`src/rtl/caliptra_prim_intr_rx.sv`:
```
// Receive-side interrupt controller with per-source gateways and priority/threshold arbitration.
// The CPU sees one registered request and uses a claim/complete handshake.
module caliptra_prim_intr_rx #(
  parameter int unsigned NumSrc = 8,
  parameter int unsigned PrioW  = 2,
  localparam int unsigned IdW   = $clog2(NumSrc + 1)
) (
  input  logic                    clk_i,
  input  logic                    rst_i,
  input  logic [NumSrc-1:0]       intr_i,
  input  logic [NumSrc-1:0]       src_en_i,
  input  logic [NumSrc*PrioW-1:0] src_prio_i,
  input  logic [PrioW-1:0]        threshold_i,
  input  logic                    claim_i,
  input  logic                    complete_i,
  input  logic [IdW-1:0]          complete_id_i,
  output logic                    irq_o,
  output logic [IdW-1:0]          irq_id_o,
  output logic                    claim_valid_o,
  output logic [IdW-1:0]          claim_id_o
);

  typedef enum logic [1:0] {
    IDLE      = 2'd0,
    PENDING   = 2'd1,
    INSERVICE = 2'd2
  } gw_state_e;

  gw_state_e        state_q [NumSrc];
  gw_state_e        state_d [NumSrc];
  logic             irq_q, irq_d;
  logic [IdW-1:0]   irq_id_q, irq_id_d;
  logic             claim_valid_q;
  logic [IdW-1:0]   claim_id_q;
  logic [PrioW-1:0] best_prio;

  // Gateway next-state, then arbitrate over the next-state vector so a claimed
  // source is already excluded from the request registered on the claim edge.
  always_comb begin
    irq_id_d  = '0;
    best_prio = threshold_i;
    for (int k = 0; k < int'(NumSrc); k++) begin
      state_d[k] = state_q[k];
      case (state_q[k])
        IDLE:      if (intr_i[k] && src_en_i[k]) state_d[k] = PENDING;
        PENDING:   if (claim_i && (irq_id_q == IdW'(k + 1))) state_d[k] = INSERVICE;
        INSERVICE: if (complete_i && (complete_id_i == IdW'(k + 1))) state_d[k] = IDLE;
        default:   state_d[k] = IDLE;
      endcase
      // Strict compare: starting from the threshold enforces prio > threshold,
      // and ascending scan keeps the lowest index on ties.
      if ((state_d[k] == PENDING) && src_en_i[k] &&
          (src_prio_i[k*PrioW +: PrioW] > best_prio)) begin
        best_prio = src_prio_i[k*PrioW +: PrioW];
        irq_id_d  = IdW'(k + 1);
      end
    end
    irq_d = (irq_id_d != '0);
  end

  always_ff @(posedge clk_i) begin
    if (rst_i) begin
      for (int k = 0; k < int'(NumSrc); k++) state_q[k] <= IDLE;
      irq_q         <= 1'b0;
      irq_id_q      <= '0;
      claim_valid_q <= 1'b0;
      claim_id_q    <= '0;
    end else begin
      for (int k = 0; k < int'(NumSrc); k++) state_q[k] <= state_d[k];
      irq_q         <= irq_d;
      irq_id_q      <= irq_id_d;
      claim_valid_q <= claim_i;
      if (claim_i) claim_id_q <= irq_id_q;
    end
  end

  always_ff @(posedge clk_i) begin
    if (!rst_i) begin
      assert (irq_q == (irq_id_q != '0));
      assert ((NumSrc >= 1) && (NumSrc <= 63));
    end
  end

  assign irq_o         = irq_q;
  assign irq_id_o      = irq_id_q;
  assign claim_valid_o = claim_valid_q;
  assign claim_id_o    = claim_id_q;

endmodule

```
`config.mk`:
```
export PLATFORM = sky130hd
export DESIGN_NAME = caliptra_prim_intr_rx
export DESIGN_NICKNAME = d
export VERILOG_FILES = /design/src/rtl/caliptra_prim_intr_rx.sv
export SDC_FILE = /design/constraint.sdc
export NUM_CORES = 1
export LEC_CHECK = 0
export ABC_AREA = 1
export CORE_UTILIZATION = 48
export CTS_CLUSTER_DIAMETER = 50
export DETAILED_ROUTE_END_ITERATION = 7
export GPL_ROUTABILITY_DRIVEN = 0
export HOLD_SLACK_MARGIN = 0.02
export PLACE_DENSITY = 0.81
export SYNTH_ARGS = -nofsm -noshare
export SYNTH_HDL_FRONTEND = slang
export SYNTH_SLANG_ARGS = --single-unit
export TNS_END_PERCENT = 20
```
`constraint.sdc`:
```
create_clock -name clk_i -period 9.27 [get_ports clk_i]
set_input_delay 1.3905 -clock clk_i [delete_from_list [all_inputs] [get_ports clk_i]]
set_output_delay 1.3905 -clock clk_i [all_outputs]
set_load 0.01 [all_outputs]
```
# Word level (Yosys, flattened, before mapping)
# Memory sizes are Yosys's and may differ from the RTL's.
# Index checks and enable logic that the tools add are counted.
# word_totals
register_bits	10
out_inout_bits	10
mem_count	1
in_bits	42
mem_bits_rw	16
# op_classes
n_reduce_logical	49
magnitude_cmp	8
n_bitwise	8
eq_ne	40
muxes	58
# mem_list
name	words	width	read_ports	rd_ports_with_merged_regs	write_ports	line_no	text
state_q	8	2	8	0	8	29	gw_state_e state_q [NumSrc];
# op_table
op	n
$mux 2	39
$pmux 2 s3	8
$logic_and 1x1->1	40
$eq 2x1->1 const B	16
$eq 4x3->1 const B	8
$mux 4	7
$eq 2x2->1 const B	8
$eq 4x2->1 const B	4
$gt 2x2->1	8
$logic_not 2->1	8
$eq 4x1->1 const B	2
$eq 4x4->1 const B	2
$or 1x1->1	8
$mux 1	4
$reduce_bool 4->1	1

# Depth between registers and ports, before layout
# depth
ltp_word	30
ltp_mapped	63
depth_no_buf	63

# Worst setup path after synthesis
# OpenSTA, ideal clock, no wires.
# synth_timing
path_type	input to register
startpoint	input port threshold_i[1]
endpoint	register irq_q, in the netlist irq_o
slack_ns	1.051
required_time_ns	9.142
setup_ns	0.128
n_path_buf	0
arrival_ns	8.091
stages	61
path_cell_list	inv_1 -> ha_1 -> nand2_1 -> nand2_1 -> a21oi_1 -> nand3_2 -> o21ai_1 -> ha_1 -> inv_1 -> a21oi_1 -> nor2_1 -> nand2_1 -> nand2_1 -> nand2_1 -> ha_1 -> nor2_1 -> or2_2 -> nand3_1 -> [... 25 more ...] -> nand3_1 -> and2_1 -> ha_1 -> nor2_1 -> nor2_1 -> a21oi_1 -> nand3_1 -> nand2_1 -> o21ai_0 -> ha_1 -> inv_1 -> nor2_1 -> nor2_1 -> a21oi_1 -> a31oi_1 -> nand2_1 -> nor2_1 -> nor2_1
# synth_via
elab_chain_cells	25
word_cells_on_any_way	32
classes_between	8 x order compare; 15 x mux; 9 x reduce/logical
# synth_rtl
element	line_no	text
start: declaration	13	input logic [PrioW-1:0] threshold_i,
$gt 2x2->1	53	(src_prio_i[k*PrioW +: PrioW] > best_prio)) begin
$logic_and 1x1->1	52	if ((state_d[k] == PENDING) && src_en_i[k] &&
$mux 2	52	
$gt 2x2->1	53	
$logic_and 1x1->1	52	
$mux 2	52	
$gt 2x2->1	53	
$logic_and 1x1->1	52	
[... 9 more ...]	--	
$mux 2	52	
$gt 2x2->1	53	
$logic_and 1x1->1	52	
$mux 2	52	
$gt 2x2->1	53	
$logic_and 1x1->1	52	
$mux 4 *	52	
$reduce_bool 4->1 *	58	irq_d = (irq_id_d != '0);
end signal: assignment	70	irq_q <= irq_d;
end: declaration	31	logic irq_q, irq_d;
# Every way passes the cells marked *; elsewhere a longest branch is shown, timed or not.
# A chain may end at the register's enable or synchronous reset.

# Final worst setup path
# layout_timing
startpoint	input port src_prio_i[0]
endpoint	register irq_q, in the netlist irq_o
# layout_via
elab_chain_cells	25
word_cells_on_any_way	32
classes_between	8 x order compare; 15 x mux; 9 x reduce/logical
# layout_rtl
element	line_no	text
start: declaration	12	input logic [NumSrc*PrioW-1:0] src_prio_i,
$gt 2x2->1	53	
$logic_and 1x1->1	52	
$mux 2	52	
$gt 2x2->1	53	
$logic_and 1x1->1	52	
$mux 2	52	
$gt 2x2->1	53	
$logic_and 1x1->1	52	
[... 9 more ...]	--	
$mux 2	52	
$gt 2x2->1	53	
$logic_and 1x1->1	52	
$mux 2	52	
$gt 2x2->1	53	
$logic_and 1x1->1	52	
$mux 4 *	52	
$reduce_bool 4->1 *	58	
# Marks and branches as above.

==> metrics.yaml <==
synth:
  synth_top_family_by_area: "simple AND/OR/NAND/NOR gates"
  ys_types: 32
  ys_seq_elements: 26
  synth_area_per_cell_um2: 6.682
  synth_nets: 323
  ys_seq_area_frac: 0.2885
  synth_mux_area_frac: 0
  synth_cells: 270
  synth_adder_area_share: 0.07628
  synth_xor_xnor_area_share: 0
  yosys.area_share.simple: 0.4112
  yosys_warnings: 0
  syn_area_um2: 1804
  synth-compound-area-share: 0.1283
pwr:
  vdd_drop_max_v: 0.00006408
  power_uw: 319.2
  leakagePower_nw: 1.207
  powerDensity_nw_per_um2: 124.5
hold_path:
  worstHoldPathType: "flip-flop to flip-flop"
  min-delay-start: "state_q[1][1]"
floorplanning:
  die_x_um: 63.31
  coreArea_um2: 3468
  initial_core_util: 0.5202
  core.rowCount: 21
  fp.dieArea_um2: 4008
  die_y_um: 63.31
  io_pins: 52
setup_path:
  setup.worst_path.end_class: "flip-flop"
  worstPathRequired_ns: 9.41
  max_stage_delay_ns: 0.45
  cp_data_arrival_time_ns: 8.92
  crit_top_cell: "nand2_2"
  cp_max_fo: 3
  critPathLaunchType: "input port"
  path_class: "input port to flip-flop"
  slowest_stage: "clkdlybuf4s50_1"
  crit_path_start: "src_prio_i[0]"
  reg2reg_from: "irq_id_o[0]"
sta:
  report.final.hold_viol_count: 0
  layout_min_cycle_time_ns: 8.779
  max_freq_mhz: 113.9
  setup_viol: 0
  tightest_slew_ns: 0.8040
  post-route-period-util: 0.9471
  skew_ns: 0.004768
  drv_slew: 0
  slew_headroom: 0.4623
  setup_ws_ns: 0.4907
global_route:
  grt_pass1_wl_um: 7320
  antenna_found_initial: 0
  grt_max_degree: 22
  grt-ovfl-total: 0
  grt_pass1_vias: 1775
  grt_use_total: 0.2270
route:
  drt-total-wl_um: 4583
  vias: 1929
  wire_per_inst_um: 12.16
  drc_errors: 0
  ant_nets: 0
  drtIter0Drc: 124
  drt_first_pass_iters: 4
  vias_per_cell: 5.117
job:
  cap_violations: 0
clocking:
  cts_buffer_depth: 2
  clk_latency_ns: 0.27
  htreeDepth: 1
  root_buffer: "clkbuf_8"
  clk_pin_slew_worst_paths_ns: 0.09
  cts_made_buffers: 3
  holdBufCountCts: 0
  cts_sinks: 26
  cts_tree: "built"
finish:
  nFillCells: 304
  drive_gt1_frac: 0.1934
  final_cell_area_um2: 2564
  syn2layout_area_growth_pct: 42.09
  diodes: 0
  fin_nets: 385
placed_design:
  port_buffers: 51
  placed_area_um2: 2372
  dp_worst_setup_slack_ns: 0.007796
  dp_hpwl_um: 3443
status:
  status: "complete, no violations"
-- synthesized netlist by cell type --
library cell / count / share of area
nand4_2: 1 / 0.0069
nand2_2: 7 / 0.024
o21ai_1: 2 / 0.0055
nand2_1: 49 / 0.10
nand3_1: 17 / 0.047
dfxtp_1: 26 / 0.29
a211oi_1: 3 / 0.012
nand4_1: 8 / 0.028
buf_4: 1 / 0.0042
nand3_2: 4 / 0.022
o211a_1: 1 / 0.0055
nor2_1: 41 / 0.085
and2_1: 2 / 0.0069
nand2_4: 1 / 0.0062
nor3_1: 8 / 0.022
a31o_2: 1 / 0.0049
a21oi_1: 15 / 0.042
ha_1: 11 / 0.076
or2_2: 3 / 0.010
a41oi_2: 1 / 0.0090
inv_1: 39 / 0.081
nor2_4: 5 / 0.031
clkbuf_1: 2 / 0.0042
o21ai_0: 6 / 0.017
a31oi_1: 3 / 0.010
nand3b_1: 1 / 0.0042
a21oi_2: 2 / 0.0097
inv_2: 3 / 0.0062
nor3b_1: 1 / 0.0042
nor2_2: 3 / 0.010
o21a_1: 2 / 0.0083
a21o_1: 1 / 0.0042
-- power breakdown --
part	internal (mW)	switching [mW]	leakage (nW)	total, mW
logic	0.0570	0.0631	0.965	0.120
registers	0.119	0.00702	0.213	0.126
clock network	0.0380	0.0353	0.0288	0.0733
total	0.214	0.105	1.21	0.319
-- layer usage --
metal	up-vias	global-route usage	wire [um]	share of wire
li1	1004	-	-	-
met1	859	0.2840	2112	0.46
met2	59	0.3898	2201	0.48
met3	7	0.02899	203	0.044
met4	0	0.09375	66	0.014
met5	-	0	0	0
-- cell usage in the layout (no fill, tap or decap), types with 9 or more instances in the layout --
cell type        instances
nand2_1                 42
buf_4                    9
inv_1                   38
nand3_1                 14
a21oi_1                 12
nor2_1                  39
nand2_2                 14
ha_1                     9
clkdlybuf4s50_1         51
dfxtp_1                 26
-- metrics by stage --
stage	utilization	setup TNS, ns	hold slack (ns)	cells
floorplan	-	0	0.4373	270
global placement	0.6840	0	0.4494	366
detailed placement	0.6840	0	0.4522	366
CTS	0.6999	0	0.4829	370
global route	0.7392	-0.4511	0.4959	377
finish	0.7392	0	0.4800	377
-- worst paths after layout --
| path | to | slack [ns] | depth (start not counted) |
|---|---|---|---|
| worst max-delay path | irq_o | 0.49 | 63 |
| worst min-delay path | state_q[1][1] | 0.48 | 1 |
| worst max register to register | irq_o | 1.88 | 60 |
| worst min register to register | state_q[1][1] | 0.48 | 1 |
-- repair_timing --
item,in CTS,in global routing
hold endpoints to repair,0,0
setup endpoints to repair,0,5
gates resized for setup,0,22
buffers inserted,0,7
-- registers in the layout (all words and copies together) (netlist names) --
| name | cells |
|---|---|
| claim_id_o | 4 |
| irq_o | 1 |
| state_q | 16 |
| claim_valid_o | 1 |
| irq_id_o | 4 |
-- critical path: cells and delay by family --
family	cells	cell delay [ns]
and+or+nand+nor	42	3.87
adders and majority gates	8	2.09
buffers and inverters	6	0.76
AOI/OAI and AO/OA	7	0.76
-- cell families (layout without fill, tap and decap cells) --
logic type | count (synthesis) | in the layout
flops | 26 | 26
buf+inv | 45 | 106
compound gates | 37 | 37
simple gates | 151 | 151
fa+ha+maj | 11 | 11
-- cell type report --
cell class | instances | area (um^2) | area share
repair buffers | 60 | 578.1 | 0.2255
clock buffers | 4 | 55.05 | 0.02147
inverters | 42 | 157.7 | 0.06149
multi-input cells | 199 | 1195 | 0.4661
well taps | 46 | 57.56 | 0.02245
flip-flops and latches | 26 | 520.5 | 0.2030
(Power assumes the default switching activity.)
